## src/rtl/bnn_pkg.sv

```systemverilog
// bnn_pkg -- shared definitions for the BNN core output path.
//   * bit positions of the fields bnn_out_unit decodes in the 17-bit controller word
//   * default accumulator and packed-word widths
//   * the 2-bit pooling-window quadrant index type
package bnn_pkg;

    localparam int CTRL_W      = 17;
    localparam int CTRL_EMPT   = 0;   // clear packing and pooling state
    localparam int CTRL_SEL_HI = 6;   // store mode (1 = peek) / quadrant select high bit
    localparam int CTRL_OUT    = 10;  // binarize acc_in this cycle
    localparam int CTRL_POOL   = 12;  // route the bit through the 2x2 max-pool window
    localparam int CTRL_SEL_LO = 13;  // quadrant select low bit
    localparam int CTRL_STORE  = 14;  // controller is writing sram_d to the data SRAM

    localparam int DEF_ACC_W   = 16;
    localparam int DEF_WORD_W  = 16;
    localparam int CNT_W       = 5;   // holds 0..16

    typedef logic [1:0] quad_t;

    // A non-negative sum (zero included) becomes a 1.
    function automatic logic binarize(input logic sign_bit);
        return ~sign_bit;
    endfunction

endpackage

```

## src/rtl/bnn_pool_window.sv

```systemverilog
// bnn_pool_window -- 2x2 max-pool window for binary activations.
// The value of a binary max-pool is the OR of its four inputs.
// Ports:
//   clk, rst         clock, asynchronous active-high reset
//   i_clr            synchronous clear of all values and flags (EMPT)
//   i_wr             write i_bit into quadrant i_q this cycle
//   i_q, i_bit       quadrant index and binary value
//   o_pooled_bit     OR of all four values, including the incoming one
//   o_pooled_valid   this write fills the last empty quadrant; flags clear at the edge
//   o_busy           at least one quadrant is filled
module bnn_pool_window
    import bnn_pkg::*;
(
    input  logic  clk,
    input  logic  rst,
    input  logic  i_clr,
    input  logic  i_wr,
    input  quad_t i_q,
    input  logic  i_bit,
    output logic  o_pooled_bit,
    output logic  o_pooled_valid,
    output logic  o_busy
);

    logic [3:0] r_win;
    logic [3:0] r_flag;
    logic [3:0] w_sel;
    logic [3:0] w_win_next;
    logic [3:0] w_flag_next;

    // Post-write view of the window; the pooled result must include the
    // incoming bit, and rewriting a filled quadrant replaces its value.
    always_comb begin
        // NOTE: every always_comb output gets a default first so no path can infer a latch.
        w_sel       = 4'b0001 << i_q;
        w_win_next  = r_win;
        w_flag_next = r_flag;
        if (i_wr) begin
            w_win_next  = (r_win & ~w_sel) | (w_sel & {4{i_bit}});
            w_flag_next = r_flag | w_sel;
        end
    end

    assign o_pooled_valid = i_wr && (w_flag_next == 4'hF);
    assign o_pooled_bit   = |w_win_next;
    assign o_busy         = |r_flag;

    // NOTE: the four value bits are reset like ordinary state: a small register
    // file, not a RAM, and the flags alone decide which values are meaningful.
    always_ff @(posedge clk or posedge rst) begin
        if (rst) begin
            // NOTE: sequential state uses non-blocking assignments only, so every
            // register samples the pre-edge values regardless of statement order.
            r_win  <= '0;
            r_flag <= '0;
        end else if (i_clr) begin
            r_win  <= '0;
            r_flag <= '0;
        end else if (i_wr) begin
            r_win  <= w_win_next;
            r_flag <= o_pooled_valid ? 4'h0 : w_flag_next;
        end
    end

endmodule

```

## src/rtl/bnn_out_unit.sv

```systemverilog
// bnn_out_unit -- binarize BPU sums, optionally 2x2 max-pool them, and pack
// the bits into a word that is written to the data SRAM on a store.
// Optional feature macro: BNN_POOL_EN (instantiates bnn_pool_window; when
// undefined, ctrl[12] is ignored and pool_busy is tied low).
// Ports:
//   clk, rst       clock, asynchronous active-high reset
//   bnncore_ctrl   controller word; bits EMPT/SEL_HI/OUT/POOL/SEL_LO/STORE used
//   acc_in         signed column sum, sampled when ctrl[10] is set
//   sram_d         packing register, right-justified, newest bit in bit 0
//   bit_cnt        bits packed into the current word (0..WORD_W)
//   word_full      bit_cnt == WORD_W
//   pool_busy      pooling window partially filled
//   ovf            sticky: a bit was dropped because the word was full
module bnn_out_unit
    import bnn_pkg::*;
#(
    parameter int ACC_W  = DEF_ACC_W,
    parameter int WORD_W = DEF_WORD_W
) (
    input  logic                    clk,
    input  logic                    rst,
    input  logic [CTRL_W-1:0]       bnncore_ctrl,
    input  logic signed [ACC_W-1:0] acc_in,
    output logic [WORD_W-1:0]       sram_d,
    output logic [CNT_W-1:0]        bit_cnt,
    output logic                    word_full,
    output logic                    pool_busy,
    output logic                    ovf
);

    logic [WORD_W-1:0] r_res;
    logic [CNT_W-1:0]  r_cnt;
    logic              r_ovf;

    logic w_empt;
    logic w_store;
    logic w_out;
    logic w_bin;
    logic w_pack_req;
    logic w_pack_bit;
    logic w_full;
    logic w_unused;

    // Command priority: EMPT > store > bnn_out.
    assign w_empt  = bnncore_ctrl[CTRL_EMPT];
    assign w_store = bnncore_ctrl[CTRL_STORE] & ~w_empt;
    assign w_out   = bnncore_ctrl[CTRL_OUT] & ~w_empt & ~bnncore_ctrl[CTRL_STORE];
    assign w_bin   = binarize(acc_in[ACC_W-1]);
    assign w_full  = (r_cnt == CNT_W'(WORD_W));

    // Only the sign of acc_in and a few control bits matter here.
    assign w_unused = ^{bnncore_ctrl, acc_in};

`ifdef BNN_POOL_EN
    logic  w_pool_wr;
    logic  w_pooled_bit;
    logic  w_pooled_valid;
    logic  w_pool_busy;
    quad_t w_quad;

    assign w_pool_wr = w_out & bnncore_ctrl[CTRL_POOL];
    assign w_quad    = {bnncore_ctrl[CTRL_SEL_HI], bnncore_ctrl[CTRL_SEL_LO]};

    bnn_pool_window u_pool (
        .clk            (clk),
        .rst            (rst),
        .i_clr          (w_empt),
        .i_wr           (w_pool_wr),
        .i_q            (w_quad),
        .i_bit          (w_bin),
        .o_pooled_bit   (w_pooled_bit),
        .o_pooled_valid (w_pooled_valid),
        .o_busy         (w_pool_busy)
    );

    // A pooled bit is packed only on the write that completes the window.
    assign w_pack_req = (w_out & ~bnncore_ctrl[CTRL_POOL]) | w_pooled_valid;
    assign w_pack_bit = bnncore_ctrl[CTRL_POOL] ? w_pooled_bit : w_bin;
    assign pool_busy  = w_pool_busy;
`else
    assign w_pack_req = w_out;
    assign w_pack_bit = w_bin;
    assign pool_busy  = 1'b0;
`endif

    always_ff @(posedge clk or posedge rst) begin
        if (rst) begin
            r_res <= '0;
            r_cnt <= '0;
            r_ovf <= 1'b0;
        end else if (w_empt) begin
            r_res <= '0;
            r_cnt <= '0;
            r_ovf <= 1'b0;
        end else if (w_store) begin
            // The SRAM samples sram_d on this same edge, so clearing here still
            // writes the old word. SEL_HI set means peek: keep the word.
            if (!bnncore_ctrl[CTRL_SEL_HI]) begin
                r_res <= '0;
                r_cnt <= '0;
            end
        end else if (w_pack_req) begin
            if (!w_full) begin
                r_res <= {r_res[WORD_W-2:0], w_pack_bit};
                r_cnt <= r_cnt + CNT_W'(1);
            end else begin
                r_ovf <= 1'b1;
            end
        end
    end

    assign sram_d    = r_res;
    assign bit_cnt   = r_cnt;
    assign word_full = w_full;
    assign ovf       = r_ovf;

endmodule

```

## config.mk

```make
export PLATFORM = sky130hd
export DESIGN_NAME = bnn_out_unit
export DESIGN_NICKNAME = d
export VERILOG_FILES = /design/src/rtl/bnn_pkg.sv /design/src/rtl/bnn_pool_window.sv /design/src/rtl/bnn_out_unit.sv
export SDC_FILE = /design/constraint.sdc
export NUM_CORES = 1
export LEC_CHECK = 0
export BUFFER_PORTS_ARGS = -buffer_cell sky130_fd_sc_hd__buf_4
export CORE_MARGIN = 3
export CORE_UTILIZATION = 44
export CTS_CLUSTER_SIZE = 24
export DETAILED_ROUTE_END_ITERATION = 10
export GPL_TIMING_DRIVEN = 0
export PLACE_DENSITY = 0.78
export REMOVE_ABC_BUFFERS = 1
export SLEW_MARGIN = 0
export SYNTH_ARGS = -nofsm -noshare
export SYNTH_HDL_FRONTEND = slang
export SYNTH_HIERARCHICAL = 1
export SYNTH_SLANG_ARGS = --single-unit
```

## constraint.sdc

```tcl
create_clock -name clk -period 2.2 [get_ports clk]
set_input_delay 0.33 -clock clk [delete_from_list [all_inputs] [get_ports clk]]
set_output_delay 0.33 -clock clk [all_outputs]
set_load 0.05 [all_outputs]
```

# Word-level counts from Yosys, hierarchy flattened
# Cells that the tools add are included.
dict set report totals {
  reg_bits 22
  input_bits 35
  output_inout_bits 24
  wordCells 33
}
dict set report classes {
  add_sub_neg 1
  eq_ne 4
  mux 14
  bitwise_logic 6
  reduce_logical 5
}
# cell n
set ops {}
lappend ops {{$mux 16} 5}
lappend ops {{$mux 5} 5}
lappend ops {{$reduce_and 3->1} 2}
lappend ops {{$add 5x1->5 const B} 1}
lappend ops {{$eq 5x5->1 const B} 1}
lappend ops {{$mux 1} 4}
lappend ops {{$reduce_bool 2->1} 2}
lappend ops {{$and 1x1->1} 3}
lappend ops {{$ne 3x2->1 const B} 1}
lappend ops {{$ne 3x3->1 const B} 1}
lappend ops {{$not 1->1} 3}
lappend ops {{$reduce_bool 3->1} 1}
lappend ops {{$ne 2x2->1 const B} 1}

# Logic depth before layout (Yosys ltp)
dict set report logic_depth {
  depth_word 6
  mapped_depth 7
  mapped_depth_nobuf 5
}

# Least setup slack after synthesis
# No wires, ideal clock.
dict set report synth_path {
  kind {flip-flop to flip-flop}
  start {register r_cnt[0] (netlist: bit_cnt[0])}
  end {register r_res[10] (netlist: sram_d[10])}
  setup_ns 0.120
  arrival_time_ns 1.856
  required_ns 2.080
  setup_slack_ns 0.224
  path_stages_with_launch 8
  n_path_buf 2
  synth_period_minus_slack_ns 1.976
  path_cell_list {dfrtp_1 -> inv_1 -> ha_1 -> and4bb_4 -> or2_1 -> buf_6 -> buf_6 -> a31o_1}
}
dict set report synth_via {
  elab_chain_cells 3
}
# element line_no
set synth_rtl {}
lappend synth_rtl {{from (decl)} bnn_out_unit.sv:32} ;# logic [CNT_W-1:0] r_cnt;
lappend synth_rtl {{from (signal assigned)} bnn_out_unit.sv:105} ;# r_cnt <= r_cnt + CNT_W'(1);
lappend synth_rtl {{$eq 5x5->1} bnn_out_unit.sv:49} ;# assign w_full = (r_cnt == CNT_W'(WORD_W));
lappend synth_rtl {{$ne 3x2->1 (no line)} --}
lappend synth_rtl {{$reduce_and 3->1 (no line)} --}
lappend synth_rtl {{to (signal assigned)} bnn_out_unit.sv:104} ;# r_res <= {r_res[WORD_W-2:0], w_pack_bit};
lappend synth_rtl {{to (decl)} bnn_out_unit.sv:31} ;# logic [WORD_W-1:0] r_res;
# Every way passes these cells.
# A chain may end at the register's enable or synchronous reset.

# Final worst setup path
dict set report layout_path {
  start {register r_cnt[0] (netlist: bit_cnt[0])}
  end {output word_full}
}
dict set report layout_via {
  elab_chain_cells 1
}
# element line_no
set layout_rtl {}
lappend layout_rtl {{$eq 5x5->1} bnn_out_unit.sv:49}
lappend layout_rtl {{to (decl)} bnn_out_unit.sv:26} ;# output logic word_full,
# Every way passes these cells.

==> flow_summary.toml <==
[timing]
timing.final.hold_violations = 0
tightest_slew_ns = 0.832
drv_slew = 0
finalSetupViolCount = 0
skew_ns = 0.00590
timing.final.crit_share_pct = 91.1
fmax_mhz = 499
fin_hold_ws_ns = 0.184
period_needed_ns = 2.00
slew_headroom_pct = 44.4
rsz0062_at_grt = "no"
tns_ns = 0

[finish]
nNetsFinal = 160
n_fill_cell = 227
n_antenna_cell = 0
drive_gt1_share_pct = 33.9
final-seq-area_um2 = 551
area_growth_pct = 18.4
multiInputGateArea_um2 = 487

[routing]
drc = 0
postRouteAntennaNets = 0
avgViaCountPerCell = 5.95
routedWlPerCell_um = 15.9
wl_um = 2370
drt-pass1-iter-count = 4
vias = 887
drt_iter0_drc = 29

[cts]
cts-root-buf = "clkbuf_4"
cts_sinks = 22
clk_pin_slew_ns = 0.11
h-tree-depth = 1
postCtsSetupBuffers = 0
cts_tree = "done"
cts_made_buffers = 3
clk_latency_ns = 0.30
post_cts_resized = 0
hold_buffers = 0
clockBufferDepth = 2

[critical_path]
crit_cells = 4
worstReg2RegStart = "bit_cnt[0]"
timing.rr.end = "sram_d[14]"
cp-startpoint = "bit_cnt[0]"
crit_family = "flip-flops"
critPathArrivalTime_ns = 1.67
crit_fanout = 24
worstPathRequired_ns = 1.87
path_class = "flop to output pin"
path_cells = "inv_1 -> ha_1 -> and4bb_4 -> buf_4"
start_kind = "flop"
reg2regPathDepth = 5
crit_buf_inv = 2
endpoint_kind = "output pin"
max_stage_delay_ns = 0.43
crit_path_end = "word_full"
cp_slowest_cell = "dfrtp_1"
rrSetupSlack_ns = 0.25

[power_and_ir_drop]
power_frac_clock_pct = 26.9
leakagePower_uw = 0.000615
p_int_uw = 487
p_sw_share_pct = 25.0
power.density_nw_per_um2 = 484
power_frac_comb_pct = 10.2
max-vdd-ir-drop_v = 0.000475
p_seq_share_pct = 62.8
p_sw_uw = 163

[yosys]
ys_seq_area_share_pct = 48.6
yosysUniqueCellTypes = 30
ys_seq_elements = 22
syn_avg_cell_area_um2 = 11.3
synthCells = 100
yosysWarnings = 6
netlist_area_um2 = 1130

[status]
status = "completed"

[floorplanning]
core_area_um2 = 2320
placementRows = 17
die_h_um = 56.8
start_util_pct = 48.9
ios = 59
die_area_um2 = 3220
die-width_um = 56.8

[global_routing]
gr-usage-all-layers_pct = 16.7
grt_pass1_wl_um = 4270
antenna_found_initial = 0
grt_pass1_vias = 947
grt_max_degree = 25
grt_overflow = 0

[placed_design]
port_buffers = 29
dp_hpwl_um = 1680
gp_congestion = 0.729

[flow_run]
cap_violations = 0

[worst_hold_path]
hold_class = "primary input to async pin"
==> cells in the final DEF, fill, tap and decap left out, types with 3 or more instances in the layout <==
master,netlist,layout
nor4b_1,16,16
buf_4,1,29
nand3_1,3,3
a31o_1,10,10
a31o_2,7,7
inv_1,8,8
dfrtp_1,22,22
clkbuf_4,0,3
==> worst register-to-register path, delay by kind of cell (launching register included) <==
family                   cells  cell delay [ns]
AND/OR/NAND/NOR              2             0.95
buffers and inverters        1             0.10
AO/OA/AOI/OAI                1             0.26
adder cells (fa/ha/maj)      1             0.15
flip-flops                   1             0.43
==> per-layer routing <==
layer / vias to the layer above / share of wire, % / GRT usage, % / wire (um)
li1: 421 / - / - / -
met1: 434 / 45 / 20.8 / 1070
met2: 28 / 47 / 27.7 / 1120
met3: 4 / 6.5 / 4.14 / 155
met4: 0 / 1.2 / 5.96 / 29
met5: - / 0 / 0 / 0
==> power groups by stage <==
| stage | registers, uW | clock network [uW] | logic [uW] |
|---|---|---|---|
| after floorplan | 423 | 0 | 35.4 |
| after global placement | 416 | 0 | 66.4 |
| after detailed placement | 416 | 0 | 66.8 |
| after CTS | 408 | 184 | 67.0 |
| after global routing | 409 | 197 | 73.8 |
| final | 408 | 175 | 66.4 |
==> through the flow <==
stage | util [%] | total power [uW] | cell area, um2 | instances | worst slack [ns]
3_3_place_gp | 56.9 | 483 | 1320 | 146 | 0.288
2_1_floorplan | - | 458 | 1070 | 89 | 0.0999
5_1_grt | 57.9 | 679 | 1340 | 149 | 0.108
3_5_place_dp | 56.9 | 483 | 1320 | 146 | 0.292
4_1_cts | 57.9 | 659 | 1340 | 149 | 0.189
6_report | 57.9 | 650 | 1340 | 149 | 0.196
==> final cells by class <==
| class | instances | share of cell area (%) |
|---|---|---|
| Multi-Input combinational cell | 59 | 36.3 |
| Timing Repair Buffer | 29 | 16.2 |
| Clock buffer | 3 | 1.68 |
| Inverter | 8 | 2.24 |
| Sequential cell | 22 | 41.0 |
| Tap cell | 28 | 2.61 |
==> kinds of logic (layout without fill, tap and decap cells) <==
| kind of cell | count (synthesis) | in the layout | share of synthesized area (%) |
|---|---|---|---|
| AND/OR/NAND/NOR | 32 | 32 | 22.3 |
| AO/OA/AOI/OAI | 23 | 23 | 17.2 |
| flip-flops | 22 | 22 | 48.6 |
| buffers and inverters | 19 | 40 | 8.50 |
| adder cells (fa/ha/maj) | 2 | 2 | 2.21 |
| other | 1 | 1 | 0.331 |
| multiplexers | 1 | 1 | 0.883 |
==> synth_stat cells <==
| library cell | n | share of area [%] |
|---|---|---|
| buf_4 | 1 | 0.66 |
| or4b_1 | 1 | 0.88 |
| a31o_1 | 10 | 7.7 |
| nor4b_1 | 16 | 12 |
| mux2i_1 | 1 | 0.88 |
| nor2_1 | 1 | 0.33 |
| or2_1 | 1 | 0.55 |
| nand3b_1 | 1 | 0.66 |
| nor4_1 | 1 | 0.55 |
| inv_1 | 8 | 2.6 |
| and4bb_4 | 1 | 1.4 |
| nand3_1 | 3 | 1.3 |
| nand2b_1 | 2 | 1.1 |
| conb_1 | 1 | 0.33 |
| dfrtp_1 | 22 | 49 |
| ha_1 | 2 | 2.2 |
| or3_1 | 1 | 0.55 |
| buf_1 | 1 | 0.33 |
| buf_2 | 5 | 2.2 |
| o21a_1 | 1 | 0.66 |
| a31o_2 | 7 | 5.4 |
| nand2_1 | 1 | 0.33 |
| o211ai_1 | 2 | 1.3 |
| clkbuf_1 | 2 | 0.66 |
| o221ai_1 | 2 | 1.5 |
| buf_6 | 2 | 2.0 |
| nor3b_1 | 1 | 0.66 |
| nand4bb_1 | 1 | 0.99 |
| or2_2 | 1 | 0.55 |
| a31oi_1 | 1 | 0.55 |
==> how the worst min path moves through the flow <==
stage | start | to | slack, ns | cells past startpoint
floorplan | rst | bit_cnt[0] | 0.32 | 1
CTS | bnncore_ctrl[0] | ovf | 0.18 | 2
global route | bnncore_ctrl[0] | ovf | 0.18 | 2
detailed placement | ovf | ovf | 0.49 | 2
finish | rst | bit_cnt[2] | 0.18 | 2
global placement | ovf | ovf | 0.48 | 2
==> state kept, by name, summed over array words and instances, names as in the netlist <==
name     cells
sram_d      16
ovf          1
bit_cnt      5
Note: power is estimated with default switching activity, not from simulation.
